File: config.mk
export PLATFORM = sky130hd
export DESIGN_NAME = muldiv_iter_unit
export DESIGN_NICKNAME = d
export VERILOG_FILES = /design/src/rtl/muldiv_iter_unit.sv
export SDC_FILE = /design/constraint.sdc
export NUM_CORES = 2
export LEC_CHECK = 0
export ABC_AREA = 1
export CAP_MARGIN = 5
export CELL_PAD_IN_SITES_DETAIL_PLACEMENT = 1
export CELL_PAD_IN_SITES_GLOBAL_PLACEMENT = 1
export CORE_AREA = 2 2 370 372
export CTS_BUF_LIST = sky130_fd_sc_hd__clkbuf_4 sky130_fd_sc_hd__clkbuf_8
export CTS_CLUSTER_SIZE = 40
export DETAILED_ROUTE_END_ITERATION = 16
export DIE_AREA = 0 0 372 374
export PLACE_DENSITY = 0.86
export SLEW_MARGIN = 20
export SYNTH_ARGS = -nofsm -noshare
export SYNTH_HDL_FRONTEND = slang
export SYNTH_SLANG_ARGS = --single-unit
File: constraint.sdc
create_clock -name i_clk -period 16.31 [get_ports i_clk]
set_input_delay 2.4465 -clock i_clk [delete_from_list [all_inputs] [get_ports i_clk]]
set_output_delay 2.4465 -clock i_clk [all_outputs]
set_load 0.02 [all_outputs]
File: src/rtl/muldiv_iter_unit.sv
// rtl/muldiv_iter_unit.sv - EX-stage iterative multiply/divide unit owning HI/LO
module muldiv_iter_unit #(
  parameter int WIDTH   = 32,
  parameter int MUL_LAT = 5
) (
  input  logic             i_clk,
  input  logic             i_reset,
  input  logic             i_start,
  input  logic [2:0]       i_op,
  input  logic [WIDTH-1:0] i_src_a,
  input  logic [WIDTH-1:0] i_src_b,
  input  logic             i_hi_we,
  input  logic             i_lo_we,
  input  logic [WIDTH-1:0] i_wdata,
  input  logic             i_flush,
  output logic             o_busy,
  output logic             o_stall,
  output logic [WIDTH-1:0] o_hi,
  output logic [WIDTH-1:0] o_lo,
  output logic             o_div_zero
);

  localparam logic [1:0] S_IDLE = 2'd0;
  localparam logic [1:0] S_MUL  = 2'd1;
  localparam logic [1:0] S_DIV  = 2'd2;
  localparam logic [1:0] S_FIX  = 2'd3;

  localparam int CNT_MAX = (MUL_LAT > WIDTH) ? MUL_LAT : WIDTH;
  localparam int CW      = $clog2(CNT_MAX + 1);

  logic [1:0]       r_state;
  logic             r_busy;
  logic             r_div_zero;
  logic [CW-1:0]    r_cnt;
  logic [2:0]       r_op;
  logic [WIDTH-1:0] r_a;
  logic [WIDTH-1:0] r_b;
  logic [WIDTH-1:0] r_hi;
  logic [WIDTH-1:0] r_lo;
  logic [WIDTH-1:0] r_rem;
  logic [WIDTH-1:0] r_quo;
  logic             r_q_neg;
  logic             r_r_neg;
  logic             r_dz;

  logic             w_accept;
  logic             w_div_op;
  logic             w_div_signed;
  logic             w_a_neg;
  logic             w_b_neg;
  logic [WIDTH-1:0] w_a_mag;
  logic [WIDTH-1:0] w_b_mag;
  logic             w_mul_signed;
  logic [2*WIDTH-1:0] w_a_ext;
  logic [2*WIDTH-1:0] w_b_ext;
  logic [2*WIDTH-1:0] w_prod;
  logic [2*WIDTH-1:0] w_acc_in;
  logic [2*WIDTH-1:0] w_mul_res;
  logic [WIDTH:0]   w_shift;
  logic [WIDTH:0]   w_diff;
  logic             w_fits;
  logic             w_cnt_last;
  logic [WIDTH-1:0] w_quo_fix;
  logic [WIDTH-1:0] w_rem_fix;
  logic [WIDTH-1:0] w_dz_hi;

  assign w_accept     = i_start & ~r_busy & ~i_flush;
  assign w_div_op     = (i_op[2:1] == 2'b01);
  assign w_div_signed = (i_op == 3'b010);
  assign w_a_neg      = w_div_signed & i_src_a[WIDTH-1];
  assign w_b_neg      = w_div_signed & i_src_b[WIDTH-1];
  assign w_a_mag      = w_a_neg ? -i_src_a : i_src_a;
  assign w_b_mag      = w_b_neg ? -i_src_b : i_src_b;

  // Sign-extending both operands to 2*WIDTH makes the truncated product correct for signed ops.
  assign w_mul_signed = ~r_op[0];
  assign w_a_ext      = {{WIDTH{w_mul_signed & r_a[WIDTH-1]}}, r_a};
  assign w_b_ext      = {{WIDTH{w_mul_signed & r_b[WIDTH-1]}}, r_b};
  assign w_prod       = w_a_ext * w_b_ext;
  assign w_acc_in     = {r_hi, r_lo};
  assign w_mul_res    = !r_op[2] ? w_prod :
                        r_op[1]  ? (w_acc_in - w_prod) : (w_acc_in + w_prod);

  assign w_shift      = {r_rem, r_quo[WIDTH-1]};
  assign w_diff       = w_shift - {1'b0, r_b};
  assign w_fits       = ~w_diff[WIDTH];
  assign w_cnt_last   = (r_cnt == CW'(1));

  // r_a keeps the dividend magnitude so a divide-by-zero can return the original dividend.
  assign w_quo_fix    = r_q_neg ? -r_quo : r_quo;
  assign w_rem_fix    = r_r_neg ? -r_rem : r_rem;
  assign w_dz_hi      = r_r_neg ? -r_a : r_a;

  always_ff @(posedge i_clk or posedge i_reset) begin
    if (i_reset) begin
      r_state    <= S_IDLE;
      r_busy     <= 1'b0;
      r_div_zero <= 1'b0;
      r_cnt      <= '0;
      r_op       <= '0;
      r_a        <= '0;
      r_b        <= '0;
      r_hi       <= '0;
      r_lo       <= '0;
      r_rem      <= '0;
      r_quo      <= '0;
      r_q_neg    <= 1'b0;
      r_r_neg    <= 1'b0;
      r_dz       <= 1'b0;
    end else begin
      r_div_zero <= 1'b0;
      case (r_state)
        S_IDLE: begin
          if (i_hi_we) r_hi <= i_wdata;
          if (i_lo_we) r_lo <= i_wdata;
          if (w_accept) begin
            r_busy <= 1'b1;
            r_op   <= i_op;
            if (w_div_op) begin
              r_state <= S_DIV;
              r_cnt   <= CW'(WIDTH);
              r_a     <= w_a_mag;
              r_b     <= w_b_mag;
              r_quo   <= w_a_mag;
              r_rem   <= '0;
              r_q_neg <= w_a_neg ^ w_b_neg;
              r_r_neg <= w_a_neg;
              r_dz    <= (i_src_b == '0);
            end else begin
              r_state <= S_MUL;
              r_cnt   <= CW'(MUL_LAT);
              r_a     <= i_src_a;
              r_b     <= i_src_b;
            end
          end
        end
        S_MUL: begin
          if (i_flush) begin
            r_state <= S_IDLE;
            r_busy  <= 1'b0;
          end else if (w_cnt_last) begin
            {r_hi, r_lo} <= w_mul_res;
            r_state      <= S_IDLE;
            r_busy       <= 1'b0;
          end else begin
            r_cnt <= r_cnt - CW'(1);
          end
        end
        S_DIV: begin
          if (i_flush) begin
            r_state <= S_IDLE;
            r_busy  <= 1'b0;
          end else begin
            r_rem <= w_fits ? w_diff[WIDTH-1:0] : w_shift[WIDTH-1:0];
            r_quo <= {r_quo[WIDTH-2:0], w_fits};
            r_cnt <= r_cnt - CW'(1);
            if (w_cnt_last) r_state <= S_FIX;
          end
        end
        default: begin
          r_state <= S_IDLE;
          r_busy  <= 1'b0;
          if (!i_flush) begin
            r_div_zero <= r_dz;
            r_lo       <= r_dz ? '1 : w_quo_fix;
            r_hi       <= r_dz ? w_dz_hi : w_rem_fix;
          end
        end
      endcase
    end
  end

  assign o_busy     = r_busy;
  assign o_stall    = r_busy | i_start;
  assign o_hi       = r_hi;
  assign o_lo       = r_lo;
  assign o_div_zero = r_div_zero;

endmodule

# Word level (Yosys, flattened, before mapping)
# Cells that the tools add are included.
[totals]
elab_cells = 117
in_bits = 105
ff_bits = 208
out_inout_bits = 67
[op_classes]
mul = 1
muxes = 50
reduce_logical = 13
add_sub_neg = 9
n_eq_ne = 17
n_bitwise = 13
[ops]
columns = ["operator", "n"]
rows = [
  ["$mux W32", 24],
  ["$pmux W32 S3", 2],
  ["$neg A32 Y32", 5],
  ["$mux W64", 2],
  ["$pmux W32 S2", 2],
  ["$add A64 B64 Y64", 1],
  ["$mul A33 B33 Y64", 1],
  ["$sub A64 B64 Y64", 1],
  ["$sub A33 B32 Y33", 1],
  ["$logic_not A32 Y1", 1],
  ["$mux W6", 5],
  ["$ne A2 B2 Y1 const B", 9],
  ["$pmux W6 S3", 1],
  ["$reduce_and A5 Y1", 3],
  ["$mux W2", 6],
  ["$reduce_and A3 Y1", 3],
  ["$and A1 B1 Y1", 6],
  ["$eq A6 B1 Y1 const B", 1],
  ["$mux W1", 6],
  ["$ne A3 B3 Y1 const B", 2],
  ["$pmux W2 S3", 1],
  ["$sub A6 B1 Y6 const B", 1],
  ["$not A1 Y1", 5],
  ["$eq A2 B1 Y1 const B", 2],
  ["12 further kinds", 12],
]

# Logic depth before layout (Yosys ltp)
[logic_depth]
ltp_word = 9
ltp_mapped = 59
mapped_depth_nobuf = 57

# Worst setup path after synthesis
# Ideal clock, no wire load.
[synth_path]
path_kind = "reg-to-reg"
startpoint = "register r_a[31]"
endpoint = "register r_hi[31], in the netlist o_hi[31]"
arrival_time_ns = 9.388
n_path_buf = 2
setup_ns = 0.073
synth_period_minus_slack_ns = 9.461
path_slack_ns = 6.849
stages_incl_launch_ff = 50
required_ns = 16.237
cell_sequence = "dfrtp_1 > clkbuf_1 > clkbuf_1 > nand2_1 > nor2_1 > fa_1 > fa_1 > fa_1 > fa_1 > inv_1 > fa_1 > fa_1 > fa_1 > fa_1 > inv_1 > ha_1 > a21oi_1 > inv_1 > [... 14 more ...] > nand2_1 > nand2_1 > o21ai_0 > ha_1 > inv_1 > nor3_1 > nand2_1 > nand3_1 > nor2_1 > nand2_1 > o21ai_0 > inv_1 > nand2_1 > nand2_1 > nand3_1 > nand3_1 > nand2_1 > a21oi_2"
[synth_between]
elab_chain_cells = 8
elab_cells_between_ends = 13
classes_between = "3 x add/sub; 1 x mul; 8 x mux; 1 x bitwise"
[synth_lines]
columns = ["item", "line_no", "text"]
rows = [
  ["start, declared", "36", "logic [WIDTH-1:0] r_a;"],
  ["start signal, assigned", "122", "r_a <= w_a_mag;"],
  ["start signal, assigned", "132", "r_a <= i_src_a;"],
  ["$and A1 B1 Y1", "77", "assign w_a_ext = {{WIDTH{w_mul_signed & r_a[WIDTH-1]}}, r_a};"],
  ["$mul A33 B33 Y64", "79", "assign w_prod = w_a_ext * w_b_ext;"],
  ["$add A64 B64 Y64 or $sub A64 B64 Y64 (tied branches)", "82", "r_op[1] ? (w_acc_in - w_prod) : (w_acc_in + w_prod);"],
  ["$mux W64", "82", ""],
  ["$mux W64", "81", "assign w_mul_res = !r_op[2] ? w_prod :"],
  ["$mux W32", "141", "end else if (w_cnt_last) begin"],
  ["$mux W32", "138", "if (i_flush) begin"],
  ["$pmux W32 S3 *", "112", "case (r_state)"],
  ["end signal, assigned", "114", "if (i_hi_we) r_hi <= i_wdata;"],
  ["end signal, assigned", "142", "{r_hi, r_lo} <= w_mul_res;"],
  ["end signal, assigned", "166", "r_hi <= r_dz ? w_dz_hi : w_rem_fix;"],
  ["end, declared", "38", "logic [WIDTH-1:0] r_hi;"],
]
# Every way passes the cells marked *; elsewhere a longest branch is shown, timed or not. The select of a mux whose other input is x is not followed.
# A chain may end at the register's enable or synchronous reset.

# Final worst setup path
[layout_path]
startpoint = "register r_b[5]"
endpoint = "register r_hi[30], in the netlist o_hi[30]"
[layout_between]
elab_chain_cells = 7
elab_cells_between_ends = 8
classes_between = "2 x add/sub; 1 x mul; 5 x mux"
[layout_lines]
columns = ["item", "line_no", "text"]
rows = [
  ["start, declared", "37", "logic [WIDTH-1:0] r_b;"],
  ["start signal, assigned", "123", "r_b <= w_b_mag;"],
  ["start signal, assigned", "133", "r_b <= i_src_b;"],
  ["$mul A33 B33 Y64 *", "79", ""],
  ["$add A64 B64 Y64 or $sub A64 B64 Y64 (tied branches)", "82", ""],
  ["$mux W64", "82", ""],
  ["$mux W64 *", "81", ""],
  ["$mux W32 *", "141", ""],
  ["$mux W32 *", "138", ""],
  ["$pmux W32 S3 *", "112", ""],
]
# Marked as above.

==> impl_metrics.csv <==
group,metric,value,unit
synth,synth-edff-count,0,
critical_path,required,16980,ps
route,drtIter0Drc,4439,
die,initial_core_util,45.7,%
cts,clockBufferDepth,3,
cells_and_area,drive_above_1_share,4.65,%
route,wire_per_inst,26.0,um
outcome,status,"finished clean",
die,std_cell_rows,135,
synth,synth_top_area_share,36.6,%
critical_path,cp_top_family,"adder cells",
synth,syn_area,61700,sq um
route,antenna_left,0,
cells_and_area,post-route-cell-area,66200,sq um
critical_path,start_kind,"register",
critical_path,cp_num_buf_inv,6,
cts,clkTransAtPathRegs,60,ps
hold_path,hp-class,"register to register",
synth,ys_ff_latch,208,
route,top_layer_used,"met5",
die,dieArea,139000,sq um
critical_path,slowest_delay,950,ps
route,dr_total_vias,58600,
sta,period_needed,12630,ps
synth,yosysWarnings,0,
route,first_pass_iters,6,
cts,htreeDepth,2,
cts,cts_resized,0,
cells_and_area,area_delta_synth_final,7.32,%
route,totalWireLength,267,mm
grt,grt_pass1_vias,66200,
cts,clk_latency,800,ps
run,max_cap_violations,0,
cts,cts_num_sinks,208,
grt,grt_max_degree,96,
sta,max_slew_margin,7.39,%
cts,cts_tree,"done",
synth,async_reset_ff_share,100,%
sta,worst_pin_slew,1380,ps
sta,setup_viol_count_final,0,
grt,grt_pass1_wl,403,mm
sta,holdWs,491,ps
critical_path,cp_max_fo,22,
placement,io_buffer_count,171,
cells_and_area,fillCellCount,17200,
synth,synth_top_flop_cell,"dfrtp_1",
placement,globalplace.congestion,1.02,
placement,dpl_cell_area,65200,sq um
synth,synth_top_area_cell,"fa_1",
critical_path,crit_path_top_delay_cell,"dfrtp_1",
sta,rsz0062_at_grt,"no",
sta,drv_slew,0,
critical_path,end_kind,"register",
route,met2_length,125,mm
grt,antenna_found_initial,18,
cells_and_area,regArea,5210,sq um
sta,max_freq,0.0792,GHz
sta,finalCritPeriodShare,77.5,%
placement,dp_hpwl,222,mm
sta,tns,0,ps
die,die_w,372,um
route,viasPerCell,5.70,
synth,syn-num-nets,10000,
synth,seq_area_frac_synth,8.43,%
critical_path,path_common_cell,"nand2_1",
synth,syn_inst,8486,
synth,synth_cell_type_count,66,
die,core,135000,sq um
sta,hold_viol,0,
critical_path,critPathArrivalTime,13300,ps
die,pin_count,172,
cells_and_area,nets,10000,
grt,track_usage,38.9,%
cells_and_area,multi_input_area,47000,sq um
die,die_y,374,um
cts,cts_hold_buffers,0,
critical_path,critPathKind,"register to register",
sta,skew,80.0,ps
route,wirelength_met1,101,mm
cts,cts_setup_buffers,0,
grt,grt.overflow.total,0,
synth,synth_area_leaders,"fa_1, inv_1, nand2_1",
synth,avgSynthCellArea,7.27,sq um
route,wl_met3,20.9,mm
cts,root_buffer,"clkbuf_8",
cts,cts_buffers,49,
route,drc,0,
[through the flow]
stage / setup slack, ps / util, % / cells
CTS: 3870 / 49.0 / 10300
floorplan: 6850 / - / 8486
global placement: 4240 / 48.3 / 10200
finish: 3680 / 49.1 / 10300
global route: 3310 / 49.1 / 10300
detailed placement: 3920 / 48.3 / 10200
[layout by cell type (no fill, tap or decap), drive strengths merged, types with 12 or more instances in the layout]
cell type      netlist  layout
inv               2161    2164
nand2             2075    2075
fa                1127    1127
nor2               496     496
o21ai              410     410
ha                 319     319
a21oi              314     314
nand3              285     285
dfrtp              208     208
clkdlybuf4s50        0     171
xor2               127     127
buf                 63     121
nor3               107     107
clkbuf             315      70
nand4               64      64
xnor2               63      63
o211ai              54      54
or2                 38      38
o221ai              37      37
a31oi               34      34
a2bb2oi             23      23
o21bai              18      18
nand3b              17      17
o22ai               17      17
clkinv               6      17
nor4                14      14
a211oi              13      13
a21o                12      12
o31ai               12      12
[layer usage]
| layer | track usage, % | vias to the layer above |
|---|---|---|
| li1 | - | 25200 |
| met1 | 46.6 | 30000 |
| met2 | 63.5 | 2496 |
| met3 | 8.33 | 936 |
| met4 | 24.2 | 14 |
| met5 | 0 | - |
[cell type report]
type,instances,area share [%]
antenna,7,0.0264
clock buffer,70,1.35
clock inverter,16,0.206
inverter,2167,12.3
multi-input combinational,5733,70.9
sequential,208,7.86
tap,1781,3.36
timing repair buffer,292,3.97
[synth_stat cells (11+ instances only)]
library cell / n
inv_1: 2145
nand2_1: 2038
fa_1: 1127
nor2_1: 460
o21ai_0: 389
ha_1: 319
clkbuf_1: 315
a21oi_1: 310
nand3_1: 276
dfrtp_1: 208
xor2_1: 121
nor3_1: 87
xnor2_1: 62
nand4_1: 61
buf_1: 54
o211ai_1: 54
o221ai_1: 37
or2_2: 37
a31oi_1: 34
nand2_2: 34
nor2_2: 28
a2bb2oi_1: 23
nor3_2: 20
o21ai_1: 20
o21bai_1: 18
nand3b_1: 17
o22ai_1: 17
inv_2: 16
nor4_1: 14
a211oi_1: 12
a21o_1: 12
o21a_1: 11
[final timing paths]
| kind | startpoint | end | slack [ps] | cells past startpoint |
|---|---|---|---|---|
| worst max-delay path | r_b[5] | o_hi[30] | 3680 | 43 |
| worst min-delay path | r_b[19] | r_b[19] | 490 | 2 |
| worst max register to register | r_b[5] | o_hi[30] | 3680 | 43 |
| worst min register to register | r_b[19] | r_b[19] | 490 | 2 |
| max in group asynchronous | i_reset | r_b[22] | 12540 | 3 |
| min in group asynchronous | i_reset | r_state[0] | 2200 | 2 |
[logic make-up (layout without fill, tap and decap cells)]
family | count (synthesis) | in the layout | share of synthesized area, %
simple gates | 3108 | 3108 | 21.0
buf+inv | 2545 | 2545 | 15.5
fa+ha+maj | 1446 | 1446 | 43.0
compound gates | 989 | 989 | 9.21
flops | 208 | 208 | 8.43
xor+xnor | 190 | 190 | 2.78
other cells | 0 | 7 | 0
[state kept, by name (all words and copies together), names as in the netlist, 3 cells and up]
register	flops
o_hi	32
o_lo	32
r_a	32
r_b	32
r_cnt	6
r_op	3
r_quo	32
r_rem	32
[worst register-to-register path: cells and delay by family (launching register included)]
family                   cells  cell delay [ps]
AO/OA/AOI/OAI                5             1210
adder cells (fa/ha/maj)     10             4800
buffers and inverters        6             1250
flip-flops                   1              950
AND/OR/NAND/NOR             22             4330
Power is left out: the tool's default activity adds up to more than one toggle a clock period on the data nets, which glitch-free logic cannot reach.
